$ cat src/rtl/uart_tx.sv
// rtl/uart_tx.sv - UART serial transmitter with configurable width, parity and stop bits
//
// Sends one frame per accepted word: a SYNC wait (line high) until the next
// baud edge, start bit (0), DATA_W data bits LSB first, an optional parity
// bit, then STOP_BITS stop periods (1). Every bit period is one rising edge
// of tick_i, which is treated as data and edge-detected in the clk_i domain.
//
// Ports:
//   clk_i    in   system clock
//   rst_ni   in   asynchronous active-low reset
//   tick_i   in   baud-rate square wave, synchronous to clk_i
//   data_i   in   DATA_W word to send, sampled on the accept cycle
//   valid_i  in   data_i is valid
//   ready_o  out  high while idle; accept = valid_i & ready_o
//   tx_o     out  registered serial line, idle high
//   busy_o   out  high from the accept until the last stop period ends
`timescale 1ns/1ps
module uart_tx #(
  parameter int DATA_W     = 8,
  parameter int PARITY_EN  = 0,
  parameter int PARITY_ODD = 0,
  parameter int STOP_BITS  = 1
) (
  input  logic              clk_i,
  input  logic              rst_ni,
  input  logic              tick_i,
  input  logic [DATA_W-1:0] data_i,
  input  logic              valid_i,
  output logic              ready_o,
  output logic              tx_o,
  output logic              busy_o
);

  localparam int IDX_W = (DATA_W > 1) ? $clog2(DATA_W) : 1;
  localparam logic [IDX_W-1:0] IDX_LAST = IDX_W'(DATA_W - 1);
  // Value of the stop counter during the final stop period.
  localparam logic STOP_LAST = (STOP_BITS == 2);

  typedef enum logic [2:0] {
    S_IDLE,
    S_SYNC,
    S_START,
    S_DATA,
    S_PARITY,
    S_STOP
  } state_t;

  state_t            state_q, state_d;
  logic              tick_q;
  logic              bit_en;
  logic              accept;
  logic [DATA_W-1:0] shreg_q, shreg_d;
  logic [DATA_W-1:0] shifted;
  logic [IDX_W-1:0]  idx_q, idx_d;
  logic              par_q, par_d;
  logic              stop_cnt_q, stop_cnt_d;
  logic              tx_q, tx_d;
  logic              busy_q, busy_d;

  // One-cycle pulse per rising edge of the baud wave.
  assign bit_en  = tick_i & ~tick_q;
  assign ready_o = (state_q == S_IDLE);
  assign accept  = valid_i & ready_o;
  assign shifted = shreg_q >> 1;
  assign tx_o    = tx_q;
  assign busy_o  = busy_q;

  always_ff @(posedge clk_i or negedge rst_ni) begin
    if (!rst_ni) begin
      state_q    <= S_IDLE;
      tick_q     <= 1'b0;
      shreg_q    <= '0;
      idx_q      <= '0;
      par_q      <= 1'b0;
      stop_cnt_q <= 1'b0;
      tx_q       <= 1'b1;
      busy_q     <= 1'b0;
    end else begin
      state_q    <= state_d;
      tick_q     <= tick_i;
      shreg_q    <= shreg_d;
      idx_q      <= idx_d;
      par_q      <= par_d;
      stop_cnt_q <= stop_cnt_d;
      tx_q       <= tx_d;
      busy_q     <= busy_d;
    end
  end

  always_comb begin
    state_d    = state_q;
    shreg_d    = shreg_q;
    idx_d      = idx_q;
    par_d      = par_q;
    stop_cnt_d = stop_cnt_q;
    tx_d       = tx_q;
    busy_d     = busy_q;

    unique case (state_q)
      S_IDLE: begin
        tx_d = 1'b1;
        // A bit_en coinciding with the accept is deliberately ignored:
        // SYNC only advances on a bit_en seen while already in SYNC.
        if (accept) begin
          shreg_d    = data_i;
          par_d      = (^data_i) ^ (PARITY_ODD != 0);
          stop_cnt_d = 1'b0;
          busy_d     = 1'b1;
          state_d    = S_SYNC;
        end
      end
      S_SYNC: begin
        if (bit_en) begin
          tx_d    = 1'b0;
          state_d = S_START;
        end
      end
      S_START: begin
        if (bit_en) begin
          tx_d    = shreg_q[0];
          idx_d   = '0;
          state_d = S_DATA;
        end
      end
      S_DATA: begin
        if (bit_en) begin
          if (idx_q < IDX_LAST) begin
            shreg_d = shifted;
            idx_d   = idx_q + 1'b1;
            tx_d    = shifted[0];
          end else if (PARITY_EN != 0) begin
            tx_d    = par_q;
            state_d = S_PARITY;
          end else begin
            tx_d    = 1'b1;
            state_d = S_STOP;
          end
        end
      end
      S_PARITY: begin
        if (bit_en) begin
          tx_d    = 1'b1;
          state_d = S_STOP;
        end
      end
      S_STOP: begin
        if (bit_en) begin
          if (stop_cnt_q == STOP_LAST) begin
            busy_d  = 1'b0;
            state_d = S_IDLE;
          end else begin
            stop_cnt_d = 1'b1;
          end
        end
      end
      default: begin
        tx_d    = 1'b1;
        busy_d  = 1'b0;
        state_d = S_IDLE;
      end
    endcase
  end

endmodule
$ cat config.mk
export PLATFORM = sky130hd
export DESIGN_NAME = uart_tx
export DESIGN_NICKNAME = d
export VERILOG_FILES = /design/src/rtl/uart_tx.sv
export SDC_FILE = /design/constraint.sdc
export NUM_CORES = 1
export LEC_CHECK = 0
export CORE_MARGIN = 2
export CORE_UTILIZATION = 49
export CTS_BUF_LIST = sky130_fd_sc_hd__clkbuf_8
export DETAILED_ROUTE_END_ITERATION = 16
export GPL_ROUTABILITY_DRIVEN = 0
export PLACE_DENSITY = 0.77
export REMOVE_ABC_BUFFERS = 1
export SLEW_MARGIN = 25
export SYNTH_ARGS = -nofsm -noshare
export SYNTH_HDL_FRONTEND = slang
export SYNTH_SLANG_ARGS = --single-unit
export TNS_END_PERCENT = 10
$ cat constraint.sdc
create_clock -name clk_i -period 1.35 [get_ports clk_i]
set_input_delay 0.405 -clock clk_i [delete_from_list [all_inputs] [get_ports clk_i]]
set_output_delay 0.405 -clock clk_i [all_outputs]
set_load 0.05 [all_outputs]
==> results of run 1 <==
area by class of cell:
class,count,area (sq um)
inverter,2,10.0
multi-input combinational,64,553
fill,120,435
sequential,17,430
timing repair buffer,42,393
tap,27,33.8
clock buffer,3,41.3
clock inverter,1,5.00
worst max-delay path: stages, from the launching register on:
cell	delay, ps
dfrtp_2	420
buf_4	160
nor3_4	120
buf_6	130
buf_12	120
state kept, by name, summed over array words and instances (netlist names):
| name | flops |
|---|---|
| state_q | 3 |
| idx_q | 3 |
| tx_o | 1 |
| shreg_q | 8 |
| busy_o | 1 |
| tick_q | 1 |
metal layers:
| metal | wire length [um] | vias up | part of all wire, % |
|---|---|---|---|
| met5 | 0 | - | 0 |
| met4 | 53 | 0 | 2.2 |
| met3 | 52 | 4 | 2.2 |
| met2 | 1250 | 15 | 52 |
| met1 | 1040 | 393 | 43 |
| li1 | - | 409 | - |
what timing repair did:
item	4_1_cts	5_1_grt
hold buffers	0	0
gates resized for setup	15	7
setup buffers	6	2
endpoints found under the setup margin	16	14
pin swaps	4	2
report_power, final:
group	total [uW]	internal, uW	leakage [uW]	switching, uW
Combinational	1760	1010	0.000455	754
Clock	386	205	0.0000255	181
Sequential	942	743	0.000195	199
Total	3090	1960	0.000675	1130
cells by family (layout without fill, tap and decap cells):
| family | count (synthesis) | after routing | synth area share [%] |
|---|---|---|---|
| and+or+nand+nor | 29 | 29 | 17.6 |
| muxes | 12 | 12 | 16.7 |
| adders and majority gates | 1 | 1 | 1.30 |
| buffers and inverters | 6 | 48 | 4.02 |
| AOI/OAI and AO/OA | 22 | 22 | 16.1 |
| DFF | 17 | 17 | 44.2 |
metrics by stage:
step                      instance area (sq um)  utilization, %  setup WS [ps]  hold slack, ps
after floorplan                             936               -           -759             109
after global placement                     1290            67.8           -554             489
after detailed placement                   1290            67.8           -587             501
after CTS                                  1420            74.7           -225             473
after global routing                       1470            77.1           -310             506
final                                      1470            77.1           -256             471
worst paths after layout:
path | start | end | slack [ps] | depth (start not counted)
hold reg to reg | shreg_q[6] | shreg_q[6] | 510 | 1
max in group asynchronous | rst_ni | tx_o | 620 | 2
min in group clk_i | tick_i | tick_q | 500 | 2
hold / removal | rst_ni | shreg_q[3] | 470 | 2
setup reg to reg | state_q[1] | shreg_q[0] | -230 | 6
setup / recovery | state_q[1] | ready_o | -260 | 4
cell usage in the layout (no fill, tap or decap), types with 2 or more instances in the layout:
cell type,n
a21oi_1,4
nand3_1,3
dlygate4sd2_1,2
nand2_1,10
dfrtp_1,13
dfrtp_2,3
a31oi_1,2
clkdlybuf4s50_1,9
mux2_4,11
buf_6,5
nor2_1,3
o21ai_0,5
clkbuf_8,3
buf_12,3
a22o_1,2
buf_4,22
==> impl_metrics.toml, run 1 <==
[run_status]
status = "finished, violations left"
failing_checks = "setup timing"

[sta]
slew_margin_rel_pct = 75.0
post-route-period-util_pct = 119
layout_setup_ws_ps = -256
timing_worst_slew_pin_value_ps = 373
clock_skew_ps = 5.46
peak_freq_ghz = 0.623
totalNegativeSetupSlack_ps = -1700
grt_setup_unrepaired = "yes"
hold_violation_count_in_the_final_report = 0
setup_violations = 10
slew_violations = 0
layout_min_cycle_time_ps = 1610

[synthesis]
synth_cell_types = 35
yosys.area.top_type_share_pct = 41.5
yosys_most_used_dff = "dfrtp_1"
yosys-top-cells-count = "dfrtp_1 (16), nand2_1 (10), mux2_4 (7)"
postSynthCellCount = 87
synth.most_common_cell = "dfrtp_1"
synth.yosys.warnings = 0
synth-edff-count = 0
ys_async_sr_fraction_pct = 100
mean_syn_cell_area_sq_um = 11.1
yosys.area.top_type = "dfrtp_1"
synth_sequential_area_ratio_pct = 44.2
postSynthRegisterBits = 17
cell_types_occupying_the_most_area_after_synthesis = "dfrtp_1 (42%), mux2_4 (11%), mux2_2 (5.8%), nand2_1 (3.9%), dfstp_2 (2.7%)"
synth_area_sq_um = 965

[placement]
detailed_placement_hpwl_um = 1550
place.port_buffers = 14
place.detailed.instances = 144

[finish]
drive_above_1_share_pct = 47.3
n_antenna_cell = 0
finish.net_count = 143
area_growth_syn_to_layout_pct = 52.0
fin_cells = 156

[cts]
cts.htree.levels = 1
cts_inserted_buffers = 3
clk_root_buffer_cell = "clkbuf_8"
tritoncts = "yes"
clock_sinks = 17
clkLatencyLatePin_ps = 260
path_clk_slew_ps = 70
worst_case_clock_buffer_depth = 2

[drt]
firstDrtPassIters = 4
post_drt_via_cell_ratio = 5.26
drc_errors = 0
initialDrtViolationCount = 7
route.detailed.wl_per_inst_um = 15.3
ant_nets = 0
wirelength_um = 2390
num_vias = 821

[global_route]
number_of_antenna_violations_at_the_first_check_in_global_routing = 0
maximum_number_of_pins_on_one_net_before_global_route_repair = 18
grt_busiest_layer = "met2"
groute.layer.met1.usage_pct = 26.6
grt_pass1_vias = 869
grt_remaining_overflow = 0
globalRouteMet2Util_pct = 37.5
global_route.usage.met3_pct = 1.85
grt.total_usage_pct = 21.5
grt_first_pass_wirelength_um = 3860

[floorplanning]
floorplan.die_area_sq_um = 2340
floorplan.rows = 16
placeableCoreArea_sq_um = 1900
dieWidth_um = 48.4
initial_core_util_pct = 50.7
chipHeight_um = 48.4
io-pin-count = 15

[critical_path]
critical_path.startpoint_type = "register"
timing.critical_path.arrival_ps = 1200
cp_data_required_time_ps = 950
critPathKind = "reg -> out"
crit_path_end_kind = "primary output"
biggest_fanout_along_the_worst_timing_path = 3

[min_path]
hp-class = "in -> async"

[power]
vdd_drop_max_v = 0.00146
fin_total_pwr_uw = 3090
total_leakage_power_uw = 0.000675
power-per-cell-area_nw_per_um2 = 2110

[flow_run]
maxCapViolations = 0
(Power assumes the default switching activity.)
==> run 2: changes to the inputs <==
==> config.mk (replaced) <==
export PLATFORM = sky130hd
export DESIGN_NAME = uart_tx
export DESIGN_NICKNAME = d
export VERILOG_FILES = /design/src/rtl/uart_tx.sv
export SDC_FILE = /design/constraint.sdc
export NUM_CORES = 1
export LEC_CHECK = 0
export CAP_MARGIN = 20
export CORE_MARGIN = 2
export CORE_UTILIZATION = 54
export CTS_BUF_LIST = sky130_fd_sc_hd__clkbuf_8
export DETAILED_ROUTE_END_ITERATION = 16
export GPL_ROUTABILITY_DRIVEN = 0
export PLACE_DENSITY = 0.8
export REMOVE_ABC_BUFFERS = 1
export SLEW_MARGIN = 25
export SYNTH_ARGS = -nofsm -noshare
export SYNTH_HDL_FRONTEND = slang
export SYNTH_SLANG_ARGS = --single-unit
export TNS_END_PERCENT = 100
==> constraint.sdc (replaced) <==
create_clock -name clk_i -period 1.6 [get_ports clk_i]
set_input_delay 0.48 -clock clk_i [delete_from_list [all_inputs] [get_ports clk_i]]
set_output_delay 0.48 -clock clk_i [all_outputs]
set_load 0.05 [all_outputs]
==> run 2 against run 1 <==
  * The flow still finishes with violations (setup timing)
  * Combinational power shrank 24%
  * Wire length shrank 5.9%
  * Register-to-register slack gained 280 ps
  * Via count shrank 0.97%
  * Core utilization grew 3.4 points
  * Design area shrank 6.2%
  * Sequential power shrank 14%
  * Clock power shrank 18%
  * Clock skew shrank 0.56 ps
  * Largest cell class unchanged
  * Highest routed layer unchanged
==> impl_metrics.toml, run 2 (synthesis gave the netlist of run 1 again) <==
[floorplanning]
initial_core_util_pct = 56.5
io-pin-count = 15
floorplan.die_area_sq_um = 2140
placeableCoreArea_sq_um = 1710
dieWidth_um = 46.3
floorplan.rows = 15
chipHeight_um = 46.3

[global_route]
grt.total_usage_pct = 23.9
number_of_antenna_violations_at_the_first_check_in_global_routing = 0
grt_first_pass_wirelength_um = 3600
grt_pass1_vias = 803
maximum_number_of_pins_on_one_net_before_global_route_repair = 18
grt_remaining_overflow = 0

[critical_path]
cp_data_required_time_ps = 1120
critical_path.startpoint_type = "register"
r2r-end = "shreg_q[0]"
regToRegStartpoint = "state_q[1]"
critPathKind = "reg -> out"
crit_path_end_kind = "primary output"
timing.critical_path.arrival_ps = 1170
r2r.worst_path.cells = 5
ff2ff_setup_slack_ps = 50
biggest_fanout_along_the_worst_timing_path = 5

[finish]
max_flop_register = "shreg_q"
drive_above_1_share_pct = 42.0
post-route-util_pct = 80.5
reg.largest.list = "shreg_q: 8 flops, idx_q: 3 flops, state_q: 3 flops"
filler_cell_count = 88
finish.net_count = 133
largest_register_ff_count = 8
layout.cell_area.non_filler_sq_um = 1380
area_growth_syn_to_layout_pct = 42.5
mostFrequentLayoutCells = "buf_4 (15), dfrtp_1 (13), mux2_4 (11), nand2_1 (10), clkdlybuf4s50_1 (9)"
n_antenna_cell = 0
seq_area_sq_um = 430
multi_input_comb_area_sq_um = 544
layout.cells.most_common = "buf_4"

[sta]
peak_freq_ghz = 0.607
grt_setup_unrepaired = "yes"
setup_violations = 1
layout_min_cycle_time_ps = 1650
clock_skew_ps = 4.90
slew_violations = 0
layout_setup_ws_ps = -46.9
timing_worst_slew_pin_value_ps = 388
hold_violation_count_in_the_final_report = 0
post-route-period-util_pct = 103
worst_hold_slack_ps = 505
slew_margin_rel_pct = 73.5

[cts]
worst_case_clock_buffer_depth = 2
clkLatencyLatePin_ps = 250
cts.hold.buffers_added = 0
cts.htree.levels = 1
path_clk_slew_ps = 60
clock_sinks = 17
cts_inserted_buffers = 3
tritoncts = "yes"
clk_root_buffer_cell = "clkbuf_8"

[drt]
num_vias = 813
initialDrtViolationCount = 26
drc_errors = 0
post_drt_via_cell_ratio = 5.65
route.detailed.wl_per_inst_um = 15.6
wirelength_um = 2250
ant_nets = 0
routed_wire_length_on_met2_um = 1160
highest_layer = "met4"
met3_wirelength_um = 102
firstDrtPassIters = 4
met1_length_um = 970

[power]
power_share_of_the_sequential_group_pct = 32.9
share_comb_of_total_power_pct = 54.3
p_sw_share_pct = 37.1
power_report.internal_total_uw = 1540
total_leakage_power_uw = 0.000629
power_frac_clock_pct = 12.9
netSwitchingPower_uw = 911
vdd_drop_max_v = 0.00115
power-per-cell-area_nw_per_um2 = 1790

[placement]
detailed_placement_hpwl_um = 1500
placedInstanceArea_sq_um = 1230
place.port_buffers = 14

[run_status]
status = "finished, violations left"
failing_checks = "setup timing"

[min_path]
hold_path_startpoint = "tick_i"
hp-class = "in -> reg"
endpoint_worst_hold = "tick_q"
whs_path_cells = 1

[flow_run]
maxCapViolations = 0
run 2: changes by cell type in the layout (fill, tap and decap cells not counted), sizes merged:
| cell | change |
|---|---|
| buf | -10 |
| inv | +1 |
| clkinv | -1 |
run 2: power groups by stage:
stage | clock network, uW | logic [uW] | registers (uW)
6_report | 316 | 1330 | 807
3_5_place_dp | 0 | 1140 | 802
2_1_floorplan | 0 | 667 | 870
4_1_cts | 319 | 1230 | 811
3_3_place_gp | 0 | 1090 | 795
5_1_grt | 344 | 1430 | 820
run 2: worst max path at each step:
stage | startpoint | end | slack, ps | cells past startpoint
2_1_floorplan | state_q[0] | ready_o | -580 | 1
3_3_place_gp | tick_i | shreg_q[5] | -400 | 5
3_5_place_dp | tick_i | shreg_q[1] | -440 | 5
4_1_cts | state_q[2] | ready_o | -110 | 3
5_1_grt | state_q[0] | ready_o | -100 | 3
6_report | state_q[0] | ready_o | -50 | 3
run 2: layer usage:
metal | GRT usage [%] | vias up
met5 | 0 | -
met4 | 10.3 | 0
met3 | 3.92 | 4
met2 | 38.6 | 27
met1 | 31.3 | 398
li1 | - | 384
run 2: metrics by stage:
step	TNS (ps)	cells	setup slack [ps]	total power (uW)
finish	-46.9	144	-46.9	2460
global route	-104	144	-104	2600
CTS	-113	141	-113	2360
detailed placement	-4300	134	-437	1940
global placement	-3870	134	-399	1890
floorplan	-1000	83	-584	1540
run 2: layout make-up:
type                       instances  share of cell area [%]
clock buffer                       3                    3.00
sequential                        17                    31.3
tap                               25                    2.27
clock inverter                     1                   0.273
inverter                           2                   0.728
multi-input combinational         64                    39.6
timing repair buffer              32                    22.8
run 2: repair_timing:
item                                    in CTS  in global routing
pin swaps                                    2                  2
resized for setup                           12                  5
setup buffers                                3                  3
hold endpoints to repair                     0                  0
gates cloned                                 0                  0
endpoints found under the setup margin       8                  7
run 2: critical path, stage by stage, from the launching register on:
cell and delay, ps:
dfrtp_2 460, nor3_2 180, buf_4 150, buf_12 130
==> run 3: changes to the inputs <==
--- a/config.mk
+++ b/config.mk
@@ -5,15 +5,16 @@
 export SDC_FILE = /design/constraint.sdc
 export NUM_CORES = 1
 export LEC_CHECK = 0
+export ABC_CLOCK_PERIOD_IN_PS = 2100
 export CAP_MARGIN = 20
 export CORE_MARGIN = 2
-export CORE_UTILIZATION = 54
+export CORE_UTILIZATION = 59
 export CTS_BUF_LIST = sky130_fd_sc_hd__clkbuf_8
 export DETAILED_ROUTE_END_ITERATION = 16
 export GPL_ROUTABILITY_DRIVEN = 0
-export PLACE_DENSITY = 0.8
+export PLACE_DENSITY = 0.86
 export REMOVE_ABC_BUFFERS = 1
-export SLEW_MARGIN = 25
+export SLEW_MARGIN = 30
 export SYNTH_ARGS = -nofsm -noshare
 export SYNTH_HDL_FRONTEND = slang
 export SYNTH_SLANG_ARGS = --single-unit
==> constraint.sdc (replaced) <==
create_clock -name clk_i -period 2.1 [get_ports clk_i]
set_input_delay 0.63 -clock clk_i [delete_from_list [all_inputs] [get_ports clk_i]]
set_output_delay 0.63 -clock clk_i [all_outputs]
set_load 0.05 [all_outputs]
==> run 3 against run 2 <==
  * First-iteration DRC count down 46%
  * Total power fell by 33%
  * Via count decreased by 4.9%
  * Clock skew is 3.5 ps lower
  * The flow now finishes without violations
  * Cell count decreased by 14%
  * Design area fell by 13%
  * Sequential share of layout area up 4.3 points
  * Sequential cell count is the same
  * Critical path type is now in -> reg
  * Clock power decreased by 24%
==> impl_metrics.toml, run 3 (synthesis gave the netlist of run 1 again) <==
[sta]
clock_skew_ps = 1.42
slew_violations = 0
timing_worst_slew_pin_value_ps = 495
totalNegativeSetupSlack_ps = 0
post-route-period-util_pct = 92.9
setup_violations = 0
grt_setup_unrepaired = "no"
layout_min_cycle_time_ps = 1950
peak_freq_ghz = 0.513
hold_violation_count_in_the_final_report = 0
slew_margin_rel_pct = 66.9

[critical_path]
biggest_fanout_along_the_worst_timing_path = 7
critical_path.startpoint_type = "input pin"
crit_path_end_kind = "register"
cp_data_required_time_ps = 2230
timing.critical_path.arrival_ps = 2080
critPathKind = "in -> reg"
ff2ff_setup_slack_ps = 350

[drt]
route.detailed.wl_per_inst_um = 16.7
wirelength_um = 2070
firstDrtPassIters = 4
ant_nets = 0
drc_errors = 0
initialDrtViolationCount = 14
post_drt_via_cell_ratio = 6.23
num_vias = 773

[power]
total_leakage_power_uw = 0.000537
netSwitchingPower_uw = 626
share_comb_of_total_power_pct = 50.3
power-per-cell-area_nw_per_um2 = 1370
power_frac_clock_pct = 14.6
fin_total_pwr_uw = 1640
power_report.internal_total_uw = 1010
power_share_of_the_sequential_group_pct = 35.1
vdd_drop_max_v = 0.000801
p_sw_share_pct = 38.1

[cts]
path_clk_slew_ps = 60
post_cts.resized_instances = 0
cts.htree.levels = 1
worst_case_clock_buffer_depth = 2
clk_root_buffer_cell = "clkbuf_8"
cts_inserted_buffers = 3
tritoncts = "yes"
clkLatencyLatePin_ps = 250
cts_setup_buffers = 0
clock_sinks = 17
cts.hold.buffers_added = 0

[finish]
n_antenna_cell = 0
layout.cell_area.non_filler_sq_um = 1200
largest_register_ff_count = 8
drive_above_1_share_pct = 31.5
area_growth_syn_to_layout_pct = 24.4
layout.cells.most_common = "dfrtp_1"
max_flop_register = "shreg_q"
finish.net_count = 122
fin_cells = 124
reg.largest.list = "shreg_q: 8 flops, idx_q: 3 flops, state_q: 3 flops"
filler_cell_count = 101
mostFrequentLayoutCells = "dfrtp_1 (16), clkdlybuf4s50_1 (11), nand2_1 (10), buf_4 (9), mux2_4 (7)"

[floorplanning]
chipHeight_um = 44.4
floorplan.rows = 14
floorplan.die_area_sq_um = 1970
io-pin-count = 15
initial_core_util_pct = 63.3
dieWidth_um = 44.4
placeableCoreArea_sq_um = 1520

[placement]
place.port_buffers = 14
placedInstanceArea_sq_um = 1150
detailed_placement_hpwl_um = 1420
place.detailed.instances = 120

[global_route]
grt_pass1_vias = 737
grt.total_usage_pct = 24.5
grt_remaining_overflow = 0
number_of_antenna_violations_at_the_first_check_in_global_routing = 0
maximum_number_of_pins_on_one_net_before_global_route_repair = 19
grt_first_pass_wirelength_um = 3420

[run_status]
status = "completed"

[min_path]
hp-class = "reg -> reg"

[flow_run]
maxCapViolations = 0
run 3: cell types whose count changed in the layout (fill, tap and decap cells not counted), sizes merged:
| cell | before | now |
|---|---|---|
| clkinv | 0 | 1 |
| dlygate4sd2 | 2 | 0 |
| clkdlybuf4s50 | 9 | 11 |
| buf | 21 | 10 |
| inv | 3 | 2 |
run 3: critical path, stage by stage:
cell	delay (ps)
clkdlybuf4s50_1	490
and2b_1	170
a41oi_2	180
nor2_4	240
mux2_2	370
run 3: path summary, 6_finish.rpt:
kind / startpoint / endpoint / cells past startpoint
worst max-delay path: tick_i / shreg_q[2] / 5
worst min register to register: shreg_q[3] / shreg_q[3] / 1
max in group asynchronous: rst_ni / shreg_q[5] / 2
worst max register to register: state_q[1] / shreg_q[6] / 5
min in group asynchronous: rst_ni / idx_q[0] / 1
worst min-delay path: shreg_q[3] / shreg_q[3] / 1
run 3: routing by layer:
layer	up-vias	wire (um)	track usage, %
met4	0	55	9.09
met3	8	76	3.67
met1	379	890	31.6
met2	22	1050	41.8
met5	-	0	0
li1	364	-	-
run 3: power by group through the flow:
stage | combinational (uW) | sequential (uW) | clock [uW]
floorplan | 508 | 663 | 0
global placement | 780 | 573 | 0
detailed placement | 805 | 580 | 0
CTS | 825 | 577 | 244
global route | 896 | 593 | 258
finish | 824 | 576 | 240
run 3: per-stage QoR:
stage               utilization (%)  hold WS [ps]  worst slack (ps)
CTS                            78.7           515               133
global placement               75.7           491             -44.7
global route                   78.7           539              92.0
finish                         78.7           511               150
floorplan                         -           334              -234
detailed placement             75.7           500              -119
run 3: area by class of cell:
cell class / count / area (sq um) / share of cell area (%)
clock inverter: 1 / 5.00 / 0.417
tap: 16 / 20.0 / 1.67
sequential: 17 / 427 / 35.6
clock buffer: 3 / 41.3 / 3.44
timing repair buffer: 21 / 198 / 16.5
inverter: 2 / 10.0 / 0.834
multi-input combinational: 64 / 499 / 41.6
